===== config.mk =====
export PLATFORM = sky130hd
export DESIGN_NAME = layer_compositor_flat
export DESIGN_NICKNAME = d
export VERILOG_FILES = /design/src/rtl/layer_compositor_if.sv /design/src/rtl/layer_compositor.sv /design/src/flat_wrapper.sv
export SDC_FILE = /design/constraint.sdc
export NUM_CORES = 1
export LEC_CHECK = 0
export ABC_AREA = 1
export CAP_MARGIN = 20
export CORE_ASPECT_RATIO = 1.5
export CORE_UTILIZATION = 51
export DETAILED_ROUTE_END_ITERATION = 8
export PLACE_DENSITY = 0.75
export SYNTH_ARGS = -nofsm -noshare
export SYNTH_HDL_FRONTEND = slang
export SYNTH_SLANG_ARGS = --single-unit

===== constraint.sdc =====
create_clock -name i_clk -period 6.1 [get_ports i_clk]
set_clock_uncertainty 0.15 [all_clocks]
set_input_delay 0.915 -clock i_clk [delete_from_list [all_inputs] [get_ports i_clk]]
set_output_delay 0.915 -clock i_clk [all_outputs]
set_load 0.02 [all_outputs]

===== src/rtl/layer_compositor_if.sv =====
// layer_compositor_if
//   Groups the pixel-job handshake and the composited-color handshake of
//   layer_compositor.
//   Pixel job  : i_pix_valid / o_pix_ready, i_bg_color, i_layer_colors,
//                i_layer_alphas
//   Color out  : o_color / o_color_valid / i_color_ready
//   Status     : o_busy
//   modport master : upstream/downstream side (drives the i_* signals)
//   modport slave  : the compositor (drives the o_* signals)
interface layer_compositor_if #(
  parameter int NUM_LAYERS = 4
);
  logic                      i_pix_valid;
  logic                      o_pix_ready;
  logic [11:0]               i_bg_color;
  logic [12*NUM_LAYERS-1:0]  i_layer_colors;
  logic [3*NUM_LAYERS-1:0]   i_layer_alphas;
  logic [11:0]               o_color;
  logic                      o_color_valid;
  logic                      i_color_ready;
  logic                      o_busy;

  modport master (
    output i_pix_valid, i_bg_color, i_layer_colors, i_layer_alphas, i_color_ready,
    input  o_pix_ready, o_color, o_color_valid, o_busy
  );

  modport slave (
    input  i_pix_valid, i_bg_color, i_layer_colors, i_layer_alphas, i_color_ready,
    output o_pix_ready, o_color, o_color_valid, o_busy
  );
endinterface


===== src/rtl/layer_compositor.sv =====
// layer_compositor
//   Per-pixel compositor: folds NUM_LAYERS foreground layers (layer 0 at the
//   bottom) over a background color with one shared color_blender, one blend
//   per clock, and presents the RGB444 result through a valid/ready port.
//   Ports:
//     i_clk  : system clock, rising edge
//     i_rst  : synchronous active-high reset
//     bus    : layer_compositor_if.slave (job input, color output, busy)
//   Build option:
//     LAYER_COMPOSITOR_SKIP_EN - layers with alpha code 0 take no blend cycle;
//                                the composited color is the same either way.
//
// color_blender
//   Combinational per-channel mix: out = (fg*a + bg*(7-a) + 3) / 7.
//   a=0 returns bg exactly, a=7 returns fg exactly.
//   Ports: bg, fg (RGB444), alpha (3-bit code), blended (RGB444)

module color_blender (
  input  logic [11:0] bg,
  input  logic [11:0] fg,
  input  logic [2:0]  alpha,
  output logic [11:0] blended
);
  logic [6:0] sum;

  always_comb begin
    blended = '0;
    sum     = '0;
    for (int c = 0; c < 3; c++) begin
      sum = 7'(fg[4*c +: 4]) * 7'(alpha)
          + 7'(bg[4*c +: 4]) * (7'd7 - 7'(alpha))
          + 7'd3;
      blended[4*c +: 4] = 4'(sum / 7'd7);
    end
  end
endmodule

// state | meaning
// ------+---------------------------------------------------------------
// IDLE  | ready for a job; accept captures inputs and seeds acc with bg
// BLEND | one layer folded into acc per cycle, idx walks bottom to top
// DONE  | o_color = final acc, o_color_valid held until i_color_ready
module layer_compositor #(
  parameter int NUM_LAYERS = 4
) (
  input logic               i_clk,
  input logic               i_rst,
  layer_compositor_if.slave bus
);
  localparam int IDXW = (NUM_LAYERS > 1) ? $clog2(NUM_LAYERS) : 1;
  localparam logic [IDXW-1:0] LAST_IDX = IDXW'(NUM_LAYERS - 1);

  typedef enum logic [1:0] {
    IDLE,
    BLEND,
    DONE
  } state_t;

  state_t                    state;
  logic [12*NUM_LAYERS-1:0]  col_q;
  logic [3*NUM_LAYERS-1:0]   alp_q;
  logic [11:0]               acc;
  logic [IDXW-1:0]           idx;
  logic [11:0]               color_q;
  logic                      valid_q;
  logic                      ready_q;
  logic                      busy_q;

  logic [11:0]               sel_color;
  logic [2:0]                sel_alpha;
  logic [11:0]               blend_out;
  logic                      step_last;
  logic [IDXW-1:0]           step_next;

  always_comb begin
    sel_color = col_q[int'(idx)*12 +: 12];
    sel_alpha = alp_q[int'(idx)*3 +: 3];
  end

  color_blender u_blend (
    .bg      (acc),
    .fg      (sel_color),
    .alpha   (sel_alpha),
    .blended (blend_out)
  );

`ifdef LAYER_COMPOSITOR_SKIP_EN
  logic            first_found;
  logic [IDXW-1:0] first_idx;
  logic            next_found;
  logic [IDXW-1:0] next_idx;

  // Downward scan so the lowest qualifying layer is the one that sticks.
  always_comb begin
    first_found = 1'b0;
    first_idx   = '0;
    next_found  = 1'b0;
    next_idx    = '0;
    for (int k = NUM_LAYERS - 1; k >= 0; k--) begin
      if (bus.i_layer_alphas[3*k +: 3] != 3'd0) begin
        first_found = 1'b1;
        first_idx   = IDXW'(k);
      end
      if ((k > int'(idx)) && (alp_q[3*k +: 3] != 3'd0)) begin
        next_found = 1'b1;
        next_idx   = IDXW'(k);
      end
    end
  end

  always_comb begin
    step_last = !next_found;
    step_next = next_idx;
  end
`else
  always_comb begin
    step_last = (idx == LAST_IDX);
    step_next = step_last ? idx : idx + IDXW'(1);
  end
`endif

  always_ff @(posedge i_clk) begin
    if (i_rst) begin
      state   <= IDLE;
      col_q   <= '0;
      alp_q   <= '0;
      acc     <= '0;
      idx     <= '0;
      color_q <= '0;
      valid_q <= 1'b0;
      ready_q <= 1'b1;
      busy_q  <= 1'b0;
    end else begin
      case (state)
        IDLE: begin
          if (bus.i_pix_valid) begin
            col_q   <= bus.i_layer_colors;
            alp_q   <= bus.i_layer_alphas;
            acc     <= bus.i_bg_color;
            ready_q <= 1'b0;
            busy_q  <= 1'b1;
`ifdef LAYER_COMPOSITOR_SKIP_EN
            if (first_found) begin
              idx   <= first_idx;
              state <= BLEND;
            end else begin
              // Nothing visible to fold: background goes straight out.
              idx     <= '0;
              color_q <= bus.i_bg_color;
              valid_q <= 1'b1;
              state   <= DONE;
            end
`else
            idx   <= '0;
            state <= BLEND;
`endif
          end
        end

        BLEND: begin
          acc <= blend_out;
          if (step_last) begin
            color_q <= blend_out;
            valid_q <= 1'b1;
            state   <= DONE;
          end else begin
            idx <= step_next;
          end
        end

        DONE: begin
          if (bus.i_color_ready) begin
            valid_q <= 1'b0;
            ready_q <= 1'b1;
            busy_q  <= 1'b0;
            state   <= IDLE;
          end
        end

        default: state <= IDLE;
      endcase
    end
  end

  assign bus.o_pix_ready   = ready_q;
  assign bus.o_color       = color_q;
  assign bus.o_color_valid = valid_q;
  assign bus.o_busy        = busy_q;
endmodule

===== src/flat_wrapper.sv =====
// flat-port wrapper written by rule: the top's interface ports become plain ports
module layer_compositor_flat 
#(
  parameter int NUM_LAYERS = 4
)
  (i_clk, i_rst, bus_i_pix_valid, bus_i_bg_color, bus_i_layer_colors, bus_i_layer_alphas, bus_i_color_ready, bus_o_pix_ready, bus_o_color, bus_o_color_valid, bus_o_busy);
  layer_compositor_if #(.NUM_LAYERS(NUM_LAYERS)) bus_i ();
  input logic i_clk;
  input logic i_rst;
  input wire logic [$bits(bus_i.i_pix_valid)-1:0] bus_i_pix_valid;
  input wire logic [$bits(bus_i.i_bg_color)-1:0] bus_i_bg_color;
  input wire logic [$bits(bus_i.i_layer_colors)-1:0] bus_i_layer_colors;
  input wire logic [$bits(bus_i.i_layer_alphas)-1:0] bus_i_layer_alphas;
  input wire logic [$bits(bus_i.i_color_ready)-1:0] bus_i_color_ready;
  output wire logic [$bits(bus_i.o_pix_ready)-1:0] bus_o_pix_ready;
  output wire logic [$bits(bus_i.o_color)-1:0] bus_o_color;
  output wire logic [$bits(bus_i.o_color_valid)-1:0] bus_o_color_valid;
  output wire logic [$bits(bus_i.o_busy)-1:0] bus_o_busy;
  assign bus_i.i_pix_valid = bus_i_pix_valid;
  assign bus_i.i_bg_color = bus_i_bg_color;
  assign bus_i.i_layer_colors = bus_i_layer_colors;
  assign bus_i.i_layer_alphas = bus_i_layer_alphas;
  assign bus_i.i_color_ready = bus_i_color_ready;
  assign bus_o_pix_ready = bus_i.o_pix_ready;
  assign bus_o_color = bus_i.o_color;
  assign bus_o_color_valid = bus_i.o_color_valid;
  assign bus_o_busy = bus_i.o_busy;
  layer_compositor #(.NUM_LAYERS(NUM_LAYERS)) u_core (.i_clk(i_clk), .i_rst(i_rst), .bus(bus_i));
endmodule

==> results of run 1 <==
state kept, by name (all words and copies together) (netlist names):
| name | flops |
|---|---|
| u_core.bus.o_color | 12 |
| u_core.bus.o_color_valid | 1 |
| u_core.idx | 2 |
| u_core.col_q | 48 |
| u_core.bus.o_busy | 1 |
| u_core.acc | 12 |
| u_core.alp_q | 12 |
| u_core.bus.o_pix_ready | 1 |
| u_core.state | 2 |
worst max-delay path, delay by kind of cell, from the launching register on:
kind	cells	cell delay, ns
compound gates	3	0.52
simple gates	18	1.55
flops	1	0.38
buf+inv	8	0.58
fa+ha+maj	6	2.56
cell type report:
class                           count  area, µm²
Multi-Input combinational cell    743       4510
Sequential cell                    91       1830
Clock buffer                        9        225
Clock inverter                      7       93.8
Inverter                          129        489
Timing Repair Buffer              123       1180
Fill cell                        1141       4500
Tap cell                          159        199
how the worst min path moves through the flow:
stage	to	cells past startpoint	start
final	u_core.bus.o_pix_ready	2	u_core.bus.o_pix_ready
after global routing	u_core.bus.o_busy	2	u_core.bus.o_busy
after CTS	u_core.bus.o_pix_ready	2	u_core.bus.o_pix_ready
after detailed placement	u_core.bus.o_pix_ready	2	u_core.bus.o_pix_ready
after global placement	u_core.bus.o_pix_ready	2	u_core.bus.o_pix_ready
after floorplan	u_core.alp_q[3]	2	u_core.alp_q[3]
metal layers:
layer / routed length, µm / share of wire (%)
met1: 6670 / 40
met4: 354 / 2.1
met2: 9000 / 54
met5: 0 / 0
met3: 714 / 4.3
kinds of logic after synthesis:
logic type      share of synthesized area, %
simple gates                            30.0
flops                                   26.6
xor+xnor                               0.640
compound gates                          13.8
fa+ha+maj                               19.4
other cells                           0.0548
buf+inv                                 9.46
through the flow:
stage	instances	hold WS (ns)	setup TNS, ns
detailed placement	1233	0.290	-0.173
CTS	1250	0.308	0
floorplan	1006	0.305	0
global route	1261	0.348	-0.122
global placement	1233	0.301	0
finish	1261	0.306	0
synthesized netlist by cell type (5+ instances only):
master	number
a21oi_1	34
a31oi_1	6
a32o_1	6
a32oi_1	9
clkbuf_1	41
dfxtp_1	91
fa_1	37
ha_1	47
inv_1	125
nand2_1	213
nand2_2	21
nand3_1	33
nand3b_1	6
nand4_1	6
nor2_1	194
o21ai_0	91
o21bai_1	11
xor2_1	5
layout by cell type, fill, tap and decap left out, types with 11 or more instances in the layout:
master           count
a21oi_1             30
buf_4               28
clkdlybuf4s50_1     90
dfxtp_1             89
fa_1                37
ha_1                44
inv_1              119
nand2_1            207
nand2_2             25
nand3_1             31
nor2_1             194
o21ai_0             91
o21bai_1            11
power by group:
group / internal [mW] / switching (mW) / total, mW
Combinational: 1.55 / 2.44 / 3.99
Sequential: 0.660 / 0.0376 / 0.698
Clock: 0.329 / 0.260 / 0.589
timing repair:
| item | 4_1_cts | 5_1_grt |
|---|---|---|
| hold buffers | 0 | 0 |
| endpoints found under the setup margin | 4 | 6 |
| setup buffers | 1 | 11 |
| resized for setup | 4 | 34 |
| pin swaps | 1 | 15 |
==> Flow_metrics.wiki, run 1 <==
{| class="wikitable"
! Metric !! Value
|-
| Fraction of the cycle the final worst path needs || between 90% and 100%
|-
| Number of synthesized flops with an enable pin || 0
|-
| Cell area after layout || approximately 8500 µm²
|-
| Highest clock rate || roughly 170 MHz
|-
| Number of antenna violations at the first check in global routing || 0
|-
| Root Buffer || clkbuf_16
|-
| Number of antenna diodes || 0
|-
| Count of buffers inserted at the top-level ports || 90
|-
| GRT busiest layer || met2
|-
| Vias in the first global route || slightly above 6,000
|-
| Routed wire per std cell || ~13 µm
|-
| Post-synth top area share || approximately a quarter
|-
| Post-DP Area || approximately 8000 µm²
|-
| Cell area power density || roughly 620 nW/µm²
|-
| Die Area || around 14,000 µm²
|-
| Synth async-reset ratio || 0%
|-
| Final weighted congestion in routability-driven placement || around 0.9
|-
| Startpoint class of the critical path || register
|-
| Post-Syn Instances || ~1,000
|-
| Worst path max stage delay || between 0.5 and 0.6 ns
|-
| Capture instance of the worst register-to-register path || u_core.acc[8]
|-
| Final antenna-violating net count || 0
|-
| Final global-route overflow total || 0
|-
| Chip Width || between 90 and 100 µm
|-
| CP Max Fanout || 5
|-
| Maximum number of buffers from clock root to sink || 2
|-
| All-Layer GR Usage || between 20% and 30%
|-
| Nets || roughly 1,300
|-
| First-pass GRT wire length || approximately 26,000 µm
|-
| Slew @ Worst Pin || approximately 0.78 ns
|-
| Type of the setup path with the least slack || register to register
|-
| Number of DRC markers in iteration 0 || approximately 250
|-
| Sequential area share after synthesis || between 20% and 30%
|-
| Clock buffers created by TritonCTS || 9
|-
| Maximum number of pins on one net before global-route repair || 66
|-
| Vias per Instance || 5.18
|-
| # DRC || 0
|-
| Number of failing hold endpoints at the final stage || 0
|-
| Placed wire-length estimate || approximately 13,000 µm
|-
| Status || finished, final reports clean
|-
| Synth-to-Final Area Change || 24.5%
|-
| Total of warnings raised by yosys || 0
|-
| End point of the critical path || u_core.acc[8]
|-
| Met1 demand-to-capacity share in global routing || between 20% and 30%
|-
| Dominant cells by area after synthesis || dfxtp_1 (27%), nand2_1 (12%), fa_1 (11%), nor2_1 (11%), ha_1 (8.6%)
|-
| Worst vdd rail ir drop || 0.344 mV
|-
| Count of H-tree levels built during CTS || 3
|-
| First-pass iteration count of the detailed router || 4
|-
| # IOs || 91
|-
| Cell taking the most area after synthesis || dfxtp_1
|-
| Aggregate routed wire length || ~17,000 µm
|-
| Worst Hold Class || register to register
|-
| Worst setup slack for register-to-register paths || between 0.2 and 0.3 ns
|-
| Cell leakage power || 4.15 nW
|-
| Cell area after technology mapping || around 6800 µm²
|-
| Number of vias in the routed layout || between 6,000 and 7,000
|-
| Met3 track utilization from global routing || 4.60%
|-
| Max Cap Viol || 0
|-
| Post-place setup slack || -0.0983 ns
|-
| Overall power of the completed layout || 5.28 mW
|-
| Total of endpoints with negative setup slack in the final report || 0
|-
| Number of clock sinks seen by CTS || roughly 90
|-
| CTS tree || yes
|-
| Number of pins exceeding their max-slew limit in the final report || 0
|-
| Mean instance size in the synthesized netlist || a little under 7 µm²
|-
| Worst-path clk slew || 0.07 ns
|-
| Die boundary height || 144 µm
|-
| Most repeated library cell on the critical path || nand2_1
|-
| Crit path arrival time || roughly 6.0 ns
|-
| Synth cell types || 35
|-
| Cell with the largest stage delay on the worst path || fa_1
|-
| Post-layout util || approximately 65%
|-
| Endpoint required time on the critical path || 6.21 ns
|-
| Clock insertion delay at the later pin of the skew report || roughly 0.35 ns
|-
| Crit path capture type || register
|-
| Worst setup startpoint || u_core.idx[0]
|-
| Layout cell share with drive strength beyond 1 || ~11%
|-
| Row count || between 50 and 60
|-
| Initial standard-cell utilization of the core || 52.5%
|-
| Worst slew slack as a fraction of its limit || a little under half
|-
| Post-synthesis sequential element count || 91
|-
| Startpoint of the most critical register-to-register path || u_core.idx[0]
|-
| Minimum clock period after layout || approximately 5.8 ns
|-
| Net count after synthesis || around 1,200
|-
| Area of the core || 13,000 µm²
|-
| Global routing usage on met2 || 45.8%
|-
| Slack of the critical path || around 0.27 ns
|-
| Most used flip-flop cell after synthesis || dfxtp_1
|-
| Cell depth of the worst flop-to-flop path || 35
|}
Note: power is estimated with default switching activity, not from simulation.
==> run 2, diff against run 1 <==
CORE_UTILIZATION = 32   (was 51)
PLACE_DENSITY = 0.5   (was 0.75)
==> run 2 against run 1 <==
  * Clock-buffer cell count is 1 higher
  * Wire length is 12% higher
  * Sequential power hardly changed
  * Worst setup slack better by 0.074 ns
  * First-iteration DRC count is 13% higher
  * Combinational power is 2% higher
  * Via count is 0.49% higher
  * Fmax is 1.3% higher
  * Power is 1.0% higher
  * Largest cell class unchanged
  * Largest power group unchanged
==> Flow_metrics.wiki, run 2 (same netlist as run 1, synthesis figures left out) <==
{| class="wikitable"
! Metric !! Value
|-
| Register name with the most flops || u_core.col_q
|-
| Met2 routed WL || 9860 µm (+9.5%)
|-
| Cell area power density || 616 nW/µm² (-0.71%)
|-
| Worst min-delay path endpoint || u_core.bus.o_pix_ready
|-
| Capture instance of the worst register-to-register path || u_core.bus.o_color[0]
|-
| Total of endpoints with negative setup slack in the final report || 0 (unchanged)
|-
| Routed wire per std cell || 13.7 µm (+3.2%)
|-
| Count of H-tree levels built during CTS || 3 (unchanged)
|-
| Aggregate routed wire length || 18,800 µm (+12%)
|-
| RSZ-0062 raised after global routing || true
|-
| Startpoint of the most critical register-to-register path || u_core.idx[0]
|-
| Clock buffers created by TritonCTS || 9 (unchanged)
|-
| Max Cap Viol || 0 (unchanged)
|-
| Number of stages on the worst hold path || 2 (unchanged)
|-
| Number of flip-flops in the largest register || 48 (unchanged)
|-
| First-pass GRT wire length || 30,500 µm (+15%)
|-
| Chip Width || 121 µm (+26%)
|-
| # DRC || 0 (unchanged)
|-
| Vias in the first global route || 6,398 (+5.3%)
|-
| Slew @ Worst Pin || 0.901 ns (+0.120 ns)
|-
| Hold_ws || 0.307 ns (+0.00175 ns)
|-
| Layout fillers || 2,273 (+99%)
|-
| Number of clock sinks seen by CTS || 91 (unchanged)
|-
| Final global-route overflow total || 0 (unchanged)
|-
| Worst slew slack as a fraction of its limit || 39.7% (-8.0 points)
|-
| Worst setup slack for register-to-register paths || 0.34 ns (+0.07 ns)
|-
| Leading cell type in the layout, fill and taps excluded || nand2_1
|-
| Fraction of the cycle the final worst path needs || 94.4% (-1.2 points)
|-
| Die Area || 22,000 µm² (+58%)
|-
| Type of the setup path with the least slack || register to register
|-
| Nets || 1,260 (+0.24%)
|-
| Row count || 65 (+27%)
|-
| Number of antenna violations at the first check in global routing || 0 (unchanged)
|-
| Highest clock rate || 174 MHz (+1.3%)
|-
| Overall power of the completed layout || 5.34 mW (+1.0%)
|-
| Leading cell types in the layout, fill and taps excluded || nand2_1 (207), nor2_1 (192), inv_1 (118), o21ai_0 (91)
|-
| Vias per Instance || 4.78 (-7.7%)
|-
| All-Layer GR Usage || 17.7% (-6.8 points)
|-
| Worst path max stage delay || 0.55 ns (about the same)
|-
| Cell depth of the worst flop-to-flop path || 38 (+8.6%)
|-
| Number of vias in the routed layout || 6,566 (+0.49%)
|-
| Crit path capture type || register
|-
| Layout cell share with drive strength beyond 1 || 11.7% (+0.88 points)
|-
| Cell with the largest stage delay on the worst path || fa_1
|-
| CP Max Fanout || 7 (+2)
|-
| CTS tree || yes
|-
| Initial standard-cell utilization of the core || 32.6% (-20 points)
|-
| Final antenna-violating net count || 0 (unchanged)
|-
| Worst Hold Class || register to register
|-
| Most repeated library cell on the critical path || nand2_1
|-
| Worst-path clk slew || 0.07 ns (about the same)
|-
| Maximum number of buffers from clock root to sink || 2 (unchanged)
|-
| Detail Route met3 WL || 596 µm (-17%)
|-
| Synth-to-Final Area Change || 26.7%
|-
| Placed wire-length estimate || 14,700 µm (+14%)
|-
| Die boundary height || 181 µm (+26%)
|-
| Clock insertion delay at the later pin of the skew report || 0.35 ns (about the same)
|-
| Endpoint required time on the critical path || 6.19 ns (-0.02 ns)
|-
| Worst vdd rail ir drop || 0.264 mV (-23%)
|-
| Reg area || 1830 µm² (about the same)
|-
| Footprint of the multi-input gates || 4510 µm² (+0.11%)
|-
| Minimum clock period after layout || 5.76 ns (-0.0736 ns)
|-
| Area of the core || 21,000 µm² (+61%)
|-
| Crit path arrival time || 5.85 ns (-0.10 ns)
|-
| Number of antenna diodes || 0 (unchanged)
|-
| # IOs || 91 (unchanged)
|-
| Routed met1 length || 8050 µm (+21%)
|-
| Post-layout util || 41.3% (-24 points)
|-
| Number of DRC markers in iteration 0 || 284 (+13%)
|-
| Number of failing hold endpoints at the final stage || 0 (unchanged)
|-
| Count of buffers inserted at the top-level ports || 90 (unchanged)
|-
| Startpoint of the worst hold path || u_core.bus.o_pix_ready
|-
| Cell leakage power || 4.15 nW (about the same)
|-
| Uppermost layer routed || met4
|-
| Root Buffer || clkbuf_16
|-
| Startpoint class of the critical path || register
|-
| Final weighted congestion in routability-driven placement || 0.794 (-12%)
|-
| Maximum number of pins on one net before global-route repair || 63 (-4.5%)
|-
| First-pass iteration count of the detailed router || 4 (unchanged)
|-
| Status || finished, final reports clean
|-
| Number of pins exceeding their max-slew limit in the final report || 0 (unchanged)
|}
-- run 2: worst max path at each step --
stage	end	from	depth (start not counted)	slack, ns
2_1_floorplan	u_core.acc[8]	u_core.idx[1]	38	0.0002
3_3_place_gp	u_core.acc[8]	u_core.idx[0]	36	0.11
3_5_place_dp	u_core.acc[8]	u_core.idx[0]	36	0.05
4_1_cts	u_core.acc[8]	u_core.idx[0]	36	0.01
5_1_grt	u_core.acc[8]	u_core.idx[0]	33	-0.04
6_report	u_core.bus.o_color[0]	u_core.idx[0]	38	0.34
-- run 2: area by class of cell --
class | count | share of cell area, %
Multi-Input combinational cell | 743 | 52.1
Sequential cell | 91 | 21.1
Timing Repair Buffer | 126 | 13.9
Inverter | 129 | 5.64
Tap cell | 268 | 3.87
Clock buffer | 10 | 2.76
Clock inverter | 6 | 0.722
-- run 2: stage by stage --
step | cell area [µm²] | std cells | setup slack, ns | setup TNS (ns)
after floorplan | 6850 | 1006 | 0.000160 | 0
after detailed placement | 8110 | 1344 | 0.0536 | 0
after CTS | 8410 | 1360 | 0.0130 | 0
after global placement | 8110 | 1344 | 0.107 | 0
after global routing | 8670 | 1373 | -0.0416 | -0.121
final | 8670 | 1373 | 0.342 | 0
-- run 2: repair_timing --
item	4_1_cts	5_1_grt
endpoints found under the hold margin	0	0
endpoints found under the setup margin	0	8
hold buffers	0	0
resized for setup	0	43
buffers inserted	0	13
-- run 2: critical path, delay by kind of cell, from the launching register on --
family,cells,cell delay [ns]
and+or+nand+nor,17,1.25
buffers and inverters,11,0.84
DFF,1,0.37
adders and majority gates,6,2.52
AOI/OAI and AO/OA,4,0.51
-- run 2: power by group --
part           internal, mW  leakage [nW]  switching (mW)
clock                 0.301         0.151           0.271
sequential            0.660         0.752          0.0385
combinational          1.59          3.25            2.48
total                  2.55          4.15            2.79
-- run 2: layer usage --
metal  up-vias  track usage [%]
met2        97             32.9
met5         -                0
met1      3079             20.4
li1       3371                -
met3        19             2.37
met4         0             5.48
==> run 3, diff against run 2 <==
CTS_BUF_LIST = sky130_fd_sc_hd__clkbuf_4 sky130_fd_sc_hd__clkbuf_8   (was default)
==> run 3 against run 2 <==
  * Fmax grew 0.43%
  * Register-to-register slack improved by 0.02 ns
  * Sequential cell count unchanged
  * Utilization down 0.23 points
  * Cell area down 0.55%
  * Critical path depth fell by 1
  * First-iteration DRC count is 5.6% lower
  * Worst setup slack improved by 0.025 ns
  * Die area unchanged
  * Hold slack improved by 0.0050 ns
  * Clock-buffer cell count unchanged
  * Largest cell class unchanged
  * Highest routed layer unchanged
==> Flow_metrics.wiki, run 3 (same netlist as run 1, synthesis figures left out) <==
{| class="wikitable"
! Metric !! Value
|-
| Status || finished, final reports clean
|-
| Number of DRC markers in iteration 0 || 268 (-5.6%)
|-
| Cell leakage power || 4.12 nW (-0.75%)
|-
| Layout fillers || 2,279 (+0.26%)
|-
| Hold_ws || 0.312 ns (+0.00498 ns)
|-
| Maximum number of buffers from clock root to sink || 2 (unchanged)
|-
| Worst Hold Class || register to register
|-
| # DRC || 0 (unchanged)
|-
| Row count || 65 (unchanged)
|-
| Root Buffer || clkbuf_8
|-
| Synth-to-Final Area Change || 26.0%
|-
| Minimum clock period after layout || 5.73 ns (-0.0247 ns)
|-
| Leading cell type in the layout, fill and taps excluded || nand2_1
|-
| Most repeated library cell on the critical path || nand2_1
|-
| Aggregate routed wire length || 18,800 µm (about the same)
|-
| Chip Width || 121 µm (unchanged)
|-
| Crit path arrival time || 5.87 ns (+0.02 ns)
|-
| CP Max Fanout || 7 (unchanged)
|-
| Crit path capture type || register
|-
| Max Cap Viol || 0 (unchanged)
|-
| Cell area power density || 606 nW/µm² (-1.5%)
|-
| Number of flip-flops in the largest register || 48 (unchanged)
|-
| CTS tree || yes
|-
| Fraction of the cycle the final worst path needs || 94.0% (-0.40 points)
|-
| Final weighted congestion in routability-driven placement || 0.794 (unchanged)
|-
| Vias in the first global route || 6,411 (+0.20%)
|-
| Nets || 1,261 (+0.079%)
|-
| Worst path max stage delay || 0.53 ns (-0.02 ns)
|-
| Number of clock sinks seen by CTS || 91 (unchanged)
|-
| Clock insertion delay at the later pin of the skew report || 0.37 ns (+0.02 ns)
|-
| Slack of the critical path || 0.367 ns (+0.0247 ns)
|-
| Initial standard-cell utilization of the core || 32.6% (unchanged)
|-
| Vias per Instance || 4.74 (-0.80%)
|-
| Highest clock rate || 174 MHz (+0.43%)
|-
| Final std cells w/o fill || 1,374 (+0.073%)
|-
| Worst-path clk slew || 0.11 ns (+0.04 ns)
|-
| First-pass GRT wire length || 30,400 µm (-0.38%)
|-
| Cells after DPL || 1,344 (unchanged)
|-
| Total of endpoints with negative setup slack in the final report || 0 (unchanged)
|-
| All-Layer GR Usage || 17.6% (-0.11 points)
|-
| Worst slew slack as a fraction of its limit || 40.3% (+0.60 points)
|-
| Routed wire per std cell || 13.7 µm (about the same)
|-
| Startpoint class of the critical path || register
|-
| Number of vias in the routed layout || 6,518 (-0.73%)
|-
| Number of pins exceeding their max-slew limit in the final report || 0 (unchanged)
|-
| Type of the setup path with the least slack || register to register
|-
| Final antenna-violating net count || 0 (unchanged)
|-
| Cell with the largest stage delay on the worst path || fa_1
|-
| Leading cell types in the layout, fill and taps excluded || nand2_1 (207), nor2_1 (192), inv_1 (118), o21ai_0 (91), clkdlybuf4s50_1 (90)
|-
| Die Area || 22,000 µm² (unchanged)
|-
| Post-place setup slack || 0.0536 ns (unchanged)
|-
| Number of buffers inserted for hold repair after clock tree synthesis || 0 (unchanged)
|-
| First-pass iteration count of the detailed router || 4 (unchanged)
|-
| # IOs || 91 (unchanged)
|-
| Number of failing hold endpoints at the final stage || 0 (unchanged)
|-
| Final global-route overflow total || 0 (unchanged)
|-
| Number of antenna diodes || 0 (unchanged)
|-
| Layout cell share with drive strength beyond 1 || 12.3% (+0.62 points)
|-
| Area of the core || 21,000 µm² (unchanged)
|-
| Maximum number of pins on one net before global-route repair || 63 (unchanged)
|-
| Count of H-tree levels built during CTS || 3 (unchanged)
|-
| Register name with the most flops || u_core.col_q
|-
| Die boundary height || 181 µm (unchanged)
|-
| Clock buffers created by TritonCTS || 9 (unchanged)
|-
| Endpoint required time on the critical path || 6.24 ns (+0.05 ns)
|-
| Number of antenna violations at the first check in global routing || 0 (unchanged)
|-
| Worst setup slack for register-to-register paths || 0.37 ns (+0.02 ns)
|-
| Slew @ Worst Pin || 0.892 ns (-0.00904 ns)
|-
| Worst vdd rail ir drop || 0.265 mV (+0.29%)
|-
| Placed wire-length estimate || 14,700 µm (unchanged)
|-
| Count of buffers inserted at the top-level ports || 90 (unchanged)
|}
-- run 3: path summary, 6_finish.rpt --
| path | endpoint | startpoint | depth (start not counted) |
|---|---|---|---|
| worst max-delay path | u_core.acc[8] | u_core.idx[0] | 37 |
| worst min-delay path | u_core.bus.o_pix_ready | u_core.bus.o_pix_ready | 2 |
| worst max register to register | u_core.acc[8] | u_core.idx[0] | 37 |
| worst min register to register | u_core.bus.o_pix_ready | u_core.bus.o_pix_ready | 2 |
-- run 3: layer usage --
layer	global-route usage [%]	up-vias	routed length, µm	share of wire [%]
li1	-	3367	-	-
met1	20.3	3037	8110	43
met2	32.8	99	9880	53
met3	2.18	15	545	2.9
met4	5.33	0	276	1.5
met5	0	-	0	0
-- run 3: final cells by class --
class,instances,area [µm²],share of cell area [%]
timing repair buffer,127,1210,14.0
tap,268,335,3.89
sequential,91,1830,21.2
clock inverter,6,62.6,0.726
inverter,129,489,5.67
multi-input combinational,743,4560,52.9
clock buffer,10,138,1.60
-- run 3: what timing repair did --
action / 4_1_cts / 5_1_grt
gates resized for setup: 0 / 51
setup buffers: 0 / 14
endpoints found under the setup margin: 0 / 8
-- run 3: through the flow --
step / instance area [µm²] / TNS (ns) / total power, mW / util [%]
floorplan: 6850 / 0 / 3.62 / -
global placement: 8110 / 0 / 4.49 / 38.6
detailed placement: 8110 / 0 / 4.51 / 38.6
CTS: 8310 / 0 / 4.95 / 39.6
global route: 8620 / -0.0583 / 5.92 / 41.1
finish: 8620 / 0 / 5.23 / 41.1
-- run 3: power breakdown --
| group | switching [mW] | leakage (nW) | total (mW) | internal [mW] |
|---|---|---|---|---|
| registers | 0.0388 | 0.752 | 0.699 | 0.660 |
| clock network | 0.250 | 0.104 | 0.423 | 0.172 |
| logic | 2.50 | 3.26 | 4.11 | 1.60 |
| total | 2.79 | 4.12 | 5.23 | 2.44 |
-- run 3: critical path: cells and delay by family, from the launching register on --
family	cells	cell delay (ns)
compound gates	3	0.37
fa+ha+maj	6	2.47
buf+inv	9	0.64
flops	1	0.39
simple gates	19	1.62
